`config.mk`:
```
export PLATFORM = sky130hd
export DESIGN_NAME = mp_alu_seq
export DESIGN_NICKNAME = d
export VERILOG_FILES = /design/src/rtl/mp_alu_seq.sv
export SDC_FILE = /design/constraint.sdc
export NUM_CORES = 1
export LEC_CHECK = 0
export CORE_UTILIZATION = 41
export CTS_BUF_LIST = sky130_fd_sc_hd__clkbuf_2
export DETAILED_ROUTE_END_ITERATION = 8
export PLACE_DENSITY = 0.81
export SLEW_MARGIN = 20
export SYNTH_ARGS = -nofsm -noshare
export SYNTH_HDL_FRONTEND = slang
export SYNTH_SLANG_ARGS = --single-unit
export TNS_END_PERCENT = 100
```
`constraint.sdc`:
```
create_clock -name clk -period 2.1 [get_ports clk]
set_input_delay 0.21 -clock clk [delete_from_list [all_inputs] [get_ports clk]]
set_output_delay 0.21 -clock clk [all_outputs]
set_load 0.005 [all_outputs]
```
`src/rtl/mp_alu_seq.sv`:
```
// Multi-precision sequencer: walks operand words through an external ALU, LS word first,
// and folds carry/borrow into the next word with a second ALU pass.
`ifndef WIDTH_WORD
`define WIDTH_WORD 8
`endif

module mp_alu_seq #(
  parameter int unsigned WIDTH  = `WIDTH_WORD,
  parameter int unsigned ADDR_W = 4
) (
  input  logic              clk,
  input  logic              rst,
  input  logic              start,
  input  logic [2:0]        op,
  input  logic [ADDR_W:0]   len,
  output logic              busy,
  output logic              done,
  output logic              carry_out,
  output logic [ADDR_W-1:0] rd_addr,
  input  logic [WIDTH-1:0]  rd_a_data,
  input  logic [WIDTH-1:0]  rd_b_data,
  output logic              wr_en,
  output logic [ADDR_W-1:0] wr_addr,
  output logic [WIDTH-1:0]  wr_data,
  output logic [2:0]        alu_op,
  output logic [WIDTH-1:0]  alu_a,
  output logic [WIDTH-1:0]  alu_b,
  input  logic [WIDTH-1:0]  alu_y,
  input  logic              alu_carry
);

  localparam logic [2:0] OpAdd = 3'b000;
  localparam logic [2:0] OpSub = 3'b001;
  localparam logic [2:0] OpMvc = 3'b101;

  localparam logic [2:0] StIdle  = 3'd0;
  localparam logic [2:0] StFetch = 3'd1;
  localparam logic [2:0] StExec  = 3'd2;
  localparam logic [2:0] StFix   = 3'd3;
  localparam logic [2:0] StWrite = 3'd4;
  localparam logic [2:0] StDone  = 3'd5;

  localparam logic [ADDR_W:0]   LenOne = {{ADDR_W{1'b0}}, 1'b1};
  localparam logic [ADDR_W-1:0] IdxOne = {{(ADDR_W-1){1'b0}}, 1'b1};
  localparam logic [WIDTH-1:0]  WordOne = {{(WIDTH-1){1'b0}}, 1'b1};

  logic [2:0]        state_q, state_d;
  logic [2:0]        op_q, op_d;
  logic [ADDR_W:0]   len_q, len_d;
  logic [ADDR_W-1:0] idx_q, idx_d;
  logic              cin_q, cin_d;
  logic [WIDTH-1:0]  y_q, y_d;
  logic              c_q, c_d;
  logic              carry_q, carry_d;

  logic is_arith;
  logic last_word;

  assign is_arith  = (op_q == OpAdd) || (op_q == OpSub);
  assign last_word = ({1'b0, idx_q} == (len_q - LenOne));

  assign busy      = (state_q != StIdle);
  assign done      = (state_q == StDone);
  assign wr_en     = (state_q == StWrite);
  assign rd_addr   = idx_q;
  assign wr_addr   = idx_q;
  assign wr_data   = y_q;
  assign carry_out = carry_q;

  always_comb begin
    state_d = state_q;
    op_d    = op_q;
    len_d   = len_q;
    idx_d   = idx_q;
    cin_d   = cin_q;
    y_d     = y_q;
    c_d     = c_q;
    carry_d = carry_q;
    alu_op  = OpMvc;
    alu_a   = '0;
    alu_b   = '0;

    case (state_q)
      StIdle: begin
        if (start) begin
          op_d    = op;
          len_d   = len;
          idx_d   = '0;
          cin_d   = 1'b0;
          carry_d = 1'b0;
          // Zero length and the two undefined opcodes complete without touching the banks.
          if ((len == '0) || (op[2:1] == 2'b11)) begin
            state_d = StDone;
          end else begin
            state_d = StFetch;
          end
        end
      end

      StFetch: state_d = StExec;

      StExec: begin
        alu_op  = op_q;
        alu_a   = rd_a_data;
        alu_b   = rd_b_data;
        y_d     = alu_y;
        c_d     = is_arith & alu_carry;
        state_d = (is_arith && cin_q) ? StFix : StWrite;
      end

      // Apply the incoming carry/borrow as +/-1; at most one of the two passes can carry.
      StFix: begin
        alu_op  = op_q;
        alu_a   = y_q;
        alu_b   = WordOne;
        y_d     = alu_y;
        c_d     = c_q | alu_carry;
        state_d = StWrite;
      end

      StWrite: begin
        cin_d = c_q;
        if (last_word) begin
          carry_d = c_q;
          state_d = StDone;
        end else begin
          idx_d   = idx_q + IdxOne;
          state_d = StFetch;
        end
      end

      StDone: state_d = StIdle;

      default: state_d = StIdle;
    endcase
  end

  always_ff @(posedge clk) begin
    if (rst) begin
      state_q <= StIdle;
      op_q    <= '0;
      len_q   <= '0;
      idx_q   <= '0;
      cin_q   <= 1'b0;
      y_q     <= '0;
      c_q     <= 1'b0;
      carry_q <= 1'b0;
    end else begin
      state_q <= state_d;
      op_q    <= op_d;
      len_q   <= len_d;
      idx_q   <= idx_d;
      cin_q   <= cin_d;
      y_q     <= y_d;
      c_q     <= c_d;
      carry_q <= carry_d;
    end
  end

endmodule

```
# ---- After elaboration in Yosys (flattened, before gate mapping)
# Cells that the tools add are included.
dict set report word_totals {
  ramBits 0
  n_memories 0
  latch_bits 0
  regBits 26
  input_bits 36
  rom_bits 0
}
dict set report op_classes {
  n_mul 0
  eq_ne 11
  shift 0
  n_mux 16
  n_reduce_logical 14
  bitwise 2
  add_sub_neg 2
  magnitude_cmp 0
  div 0
}
# cell count
set ops {}
lappend ops {{8-bit one-hot mux with 2 select lines} 2}
lappend ops {{3-bit two-way mux} 5}
lappend ops {{3-bit one-hot mux with 5 select lines} 1}
lappend ops {{4-bit two-way mux} 2}
lappend ops {{4-bit one-hot mux with 2 select lines} 1}
lappend ops {{3-bit by 1-bit == test with 1-bit output, second input constant} 2}
lappend ops {{3-bit by 2-bit == test with 1-bit output, second input constant} 2}
lappend ops {{3-bit == test, second input constant} 2}
lappend ops {{3-bit zero test} 2}
lappend ops {{1-bit one-hot mux with 2 select lines} 3}
lappend ops {{3-bit AND reduction} 2}
lappend ops {{4-bit by 5-bit == test with 1-bit output} 1}
lappend ops {{5-bit zero test} 1}
lappend ops {{5-bit by 1-bit subtractor with 5-bit output, second input constant} 1}
lappend ops {{4-bit by 1-bit adder with 4-bit output, second input constant} 1}
lappend ops {{2-bit inequality test, second input constant} 2}
lappend ops {{2-bit AND reduction} 2}
lappend ops {{2-bit nonzero test} 2}
lappend ops {{3-bit nonzero test} 1}
lappend ops {{2-bit == test, second input constant} 1}
lappend ops {{1-bit logical OR} 2}
lappend ops {{1-bit two-way mux} 2}
lappend ops {{2-bit by 1-bit inequality test with 1-bit output, second input constant} 1}
lappend ops {{2-bit OR reduction} 1}
lappend ops {{3 further kinds} 3}

# ---- Logic depth before layout (Yosys ltp)
# Gate-level depths: netlist (run 1).
dict set report logic_depth {
  ltp_word 5
  mapped_depth 7
  depth_no_buf 7
}

# ---- Worst setup path before layout (run 1)
# OpenSTA, ideal clock, no wires.
dict set report synth_path {
  path_type {reg-to-reg}
  start {register len_q[0]}
  end {register idx_q[2], in the netlist rd_addr[2]}
  synth_period_minus_slack_ns 1.666
  arrival_time_ns 1.550
  n_path_buf 0
  t_required_ns 1.984
  setup_slack_ns 0.434
  setup_ns 0.116
  path_stages_with_launch 8
  path_cell_list {dfxtp_1 -> inv_1 -> ha_1 -> xnor2_1 -> nor3_4 -> a41oi_2 -> a21oi_1 -> a31o_2}
}
dict set report synth_between {
  elab_chain_len 4
}
# item line
set synth_rtl {}
lappend synth_rtl {{start, declared} 49} ;# logic [ADDR_W:0] len_q, len_d;
lappend synth_rtl {{start signal, assigned} 151} ;# len_q <= len_d;
lappend synth_rtl {{5-bit by 1-bit subtractor with 5-bit output} 60} ;# assign last_word = ({1'b0, idx_q} == (len_q - LenOne));
lappend synth_rtl {{4-bit by 5-bit == test with 1-bit output} 60}
lappend synth_rtl {{2-bit inequality test (no source line)} --}
lappend synth_rtl {{3-bit AND reduction (no source line)} --}
lappend synth_rtl {{end signal, assigned} 152} ;# idx_q <= idx_d;
lappend synth_rtl {{end, declared} 50} ;# logic [ADDR_W-1:0] idx_q, idx_d;
# Every way passes these cells.
# A chain may end at the register's enable or synchronous reset.

# ---- Final worst setup path (run 1)
dict set report layout_path {
  start {register state_q[2]}
  end {output wr_en}
}
dict set report layout_between {
  elab_chain_len 1
}
# item line
set layout_rtl {}
lappend layout_rtl {{start, declared} 47} ;# logic [2:0] state_q, state_d;
lappend layout_rtl {{start signal, assigned} 140} ;# state_q <= StIdle;
lappend layout_rtl {{start signal, assigned} 149} ;# state_q <= state_d;
lappend layout_rtl {{3-bit == test} 64} ;# assign wr_en = (state_q == StWrite);
lappend layout_rtl {{end, declared} 22} ;# output logic wr_en,
# Every way passes these cells.

==> metrics.md, run 1 <==
| Metric | Value |
|---|---|
| Outcome | finished, final reports clean |
| CP Cell Sequence | or3b_4, inv_2, clkdlybuf4s50_1 |
| Switching portion of total power | 0.2965 |
| Multi-input combinational cell area | 818.3 sq um |
| Commonest non-fill, non-tap cell in the layout | clkdlybuf4s50_1 |
| # diodes | 0 |
| Clk root buf | clkbuf_2 |
| Critical Path Sink Type | primary output |
| Critical path's top delay family | buffers and inverters |
| Startpoint types | flip-flop |
| CP Class | reg2out |
| Post-Layout Cell Count | 300 |
| Layout net count | 293 |
| Asr flop ratio synth | 0 |
| Max-Slew Margin vs Limit | 0.6734 |
| Final antenna-violating net count | 0 |
| Most frequent cells in the layout | clkdlybuf4s50_1, nand2_1, dfxtp_1 |
| Sequential fraction of design power | 0.426 |
| Psw | 0.0003911 W |
| Final hold violations | 0 |
| GRT Util Overall | 0.2120 |
| Max Cap Violations | 0 |
| Post-Syn Area | 1436 sq um |
| Worst Hold Class | in2reg |
| H-tree levels | 1 |
| DRT iter0 DRCs | 70 |
| Total clock sinks | 26 |
| Initial antenna violation count | 0 |
| # fillers | 292 |
| Slowest library cell on the worst path | clkdlybuf4s50_1 |
| Fin Hold WS | 0.3593 ns |
| Die height | 61.19 um |
| Final routed DRC violation total | 0 |
| Total grt overflow | 0 |
| Predominant post-synthesis flop cell | dfxtp_1 |
| Share of cells above drive strength 1 | 0.09055 |
| Setup TNS | 0 ns |
| Clk pwr share | 0.244 |
| Dpl hpwl | 2965 um |
| IO Port Bufs | 74 |
| Total number of vias | 1489 |
| IO Pins | 75 |
| Detailed Route WL | 3953 um |
| CP required | 1.89 ns |
| Pint | 0.0009278 W |
| Pins Over Slew Limit | 0 |
| Die X | 61.19 um |
| Die footprint | 3744 sq um |
| RSZ-0062 raised after global routing | false |
| Synthesized instance count | 185 |
| Max incr delay on CP | 0.50 ns |
| Register bit total from synthesis | 26 |
| Comb pwr share | 0.331 |
| Tightest Pin Transition | 0.4884 ns |
| Final clock skew | 0.01506 ns |
| Post-synth EDFFs | 0 |
| Placed insts | 295 |
| Starting Density | 0.4304 |
| Clock buffer depth | 2 |
| Maximum vdd drop | 0.4207 mV |
| Seq/Total Area, Yosys | 0.3624 |
| Total CTS buffers | 3 |
| TritonRoute pass-1 iters | 4 |
| FP Rows | 21 |
| Number of global-route vias before repair | 1363 |
| CTS tree | done |
| First-pass GRT wire length | 5878 um |
| Routability cong. | 0.7900 |
| Bufs and invs on worst path | 2 |
| Seq. cell area | 525.5 sq um |
| WL per Instance | 13.18 um |
| Syn avg cell area | 7.764 sq um |
| Worst-path clk slew | 0.26 ns |
| Leak | 0.8789 nW |
| Layout area overhead | 57.84% |
| Post-synthesis net count | 223 |
| Part of the cycle the worst path needs | 0.9644 |
| Pin count of the biggest net entering global routing | 20 |
| CP arrival | 1.82 ns |
| Syn. warnings | 0 |
| Final setup fails | 0 |
| Vias per inst | 4.963 |
| Critical-path maximum fanout | 6 |
| Final min period | 2.025 ns |
| Worst-skew pair later-pin latency | 0.36 ns |
| Core ar. | 3337 sq um |
| Pwr dens | 581.7 nW/um^2 |
| Fmax | 493.8 MHz |
| Netlist cell types | 36 |
-- worst register-to-register path, stage by stage (launching register included) --
cell and delay (ns):
dfxtp_1 0.44, inv_1 0.06, ha_1 0.30, xnor2_1 0.25, nor3_4 0.08, a41oi_2 0.28
a21oi_1 0.13, a31o_2 0.22
-- layout make-up --
class,instances,share of cell area
Inverter,5,0.008278
Clock inverter,1,0.01325
Sequential cell,26,0.2318
Timing Repair Buffer,81,0.3538
Multi-Input combinational cell,138,0.3609
Tap cell,46,0.02539
Clock buffer,3,0.006623
-- through the flow --
stage	setup slack [ns]	total power [W]	utilization	cell area, sq um
after floorplan	0.4341	0.0008002	-	1436
after global placement	0.3679	0.0009811	0.6558	2188
after detailed placement	0.2790	0.0009914	0.6558	2188
after CTS	0.006085	0.001309	0.6708	2238
after global routing	0.008439	0.001391	0.6794	2267
final	0.07470	0.001319	0.6794	2267
-- cell families (layout without fill, tap and decap cells) --
| logic type | Yosys count | count (layout) | synth area share |
|---|---|---|---|
| buffers and inverters | 21 | 90 | 0.07665 |
| adder cells (fa/ha/maj) | 2 | 2 | 0.01742 |
| AO/OA/AOI/OAI | 31 | 31 | 0.1333 |
| multiplexers | 12 | 12 | 0.08363 |
| flip-flops | 26 | 26 | 0.3624 |
| XOR/XNOR | 7 | 7 | 0.04268 |
| AND/OR/NAND/NOR | 86 | 86 | 0.2840 |
-- per-layer routing --
metal | up-vias | wire length (um) | track usage
li1 | 752 | - | -
met1 | 686 | 1782 | 0.2680
met2 | 43 | 1935 | 0.3571
met3 | 8 | 150 | 0.05252
met4 | 0 | 85 | 0.06169
met5 | - | 0 | 0
-- power by group through the flow --
stage,clock [W],sequential (W),combinational (W)
floorplan,0,0.000556,0.000244
global placement,0,0.000568,0.000413
detailed placement,0,0.000570,0.000422
CTS,0.000322,0.000562,0.000426
global route,0.000346,0.000567,0.000478
finish,0.000321,0.000561,0.000436
-- Yosys cell counts, types with 2 or more instances --
cell / n / area share
a21oi_1: 20 / 0.070
and2_1: 9 / 0.039
buf_4: 4 / 0.021
buf_6: 2 / 0.016
clkbuf_1: 9 / 0.024
dfxtp_1: 26 / 0.36
ha_1: 2 / 0.017
inv_1: 5 / 0.013
mux2i_1: 12 / 0.084
nand2_1: 39 / 0.10
nand2b_1: 2 / 0.0087
nand3_1: 2 / 0.0070
nand4_1: 2 / 0.0087
nor2_1: 18 / 0.047
nor3_1: 5 / 0.017
nor3b_1: 2 / 0.010
o21ai_0: 2 / 0.0070
xnor2_1: 5 / 0.030
xor2_1: 2 / 0.012
-- registers in the layout (all words and copies together), names as in the netlist --
signal	count
c_q	1
carry_out	1
cin_q	1
len_q	5
op_q	3
rd_addr	4
state_q	3
wr_data	8
-- timing repair --
item                                    in CTS  in global routing
pin swaps                                    0                  1
hold buffers                                 0                  0
setup buffers                                0                  1
endpoints found under the setup margin       8                 18
resized for setup                            3                  9
endpoints found under the hold margin        0                  0
-- path summary, 6_finish.rpt --
| path | start | to | slack (ns) | cells past startpoint |
|---|---|---|---|---|
| min reg2reg | op_q[0] | op_q[0] | 0.47 | 2 |
| min | alu_y[1] | wr_data[1] | 0.36 | 3 |
| max | state_q[2] | wr_en | 0.07 | 3 |
| max reg2reg | len_q[0] | rd_addr[2] | 0.28 | 7 |
No activity file was read; power rests on OpenSTA's default activity.
==> run 2: changes to the inputs <==
TNS_END_PERCENT = default   (was 100)
==> results of run 2 <==
The final DEF is identical to that of run 1; final timing and power are the same.
==> run 3: changes to the inputs <==
CTS_CLUSTER_DIAMETER = 30   (was default)
==> results of run 3 <==
The final DEF is identical to that of run 1; final timing and power are the same.
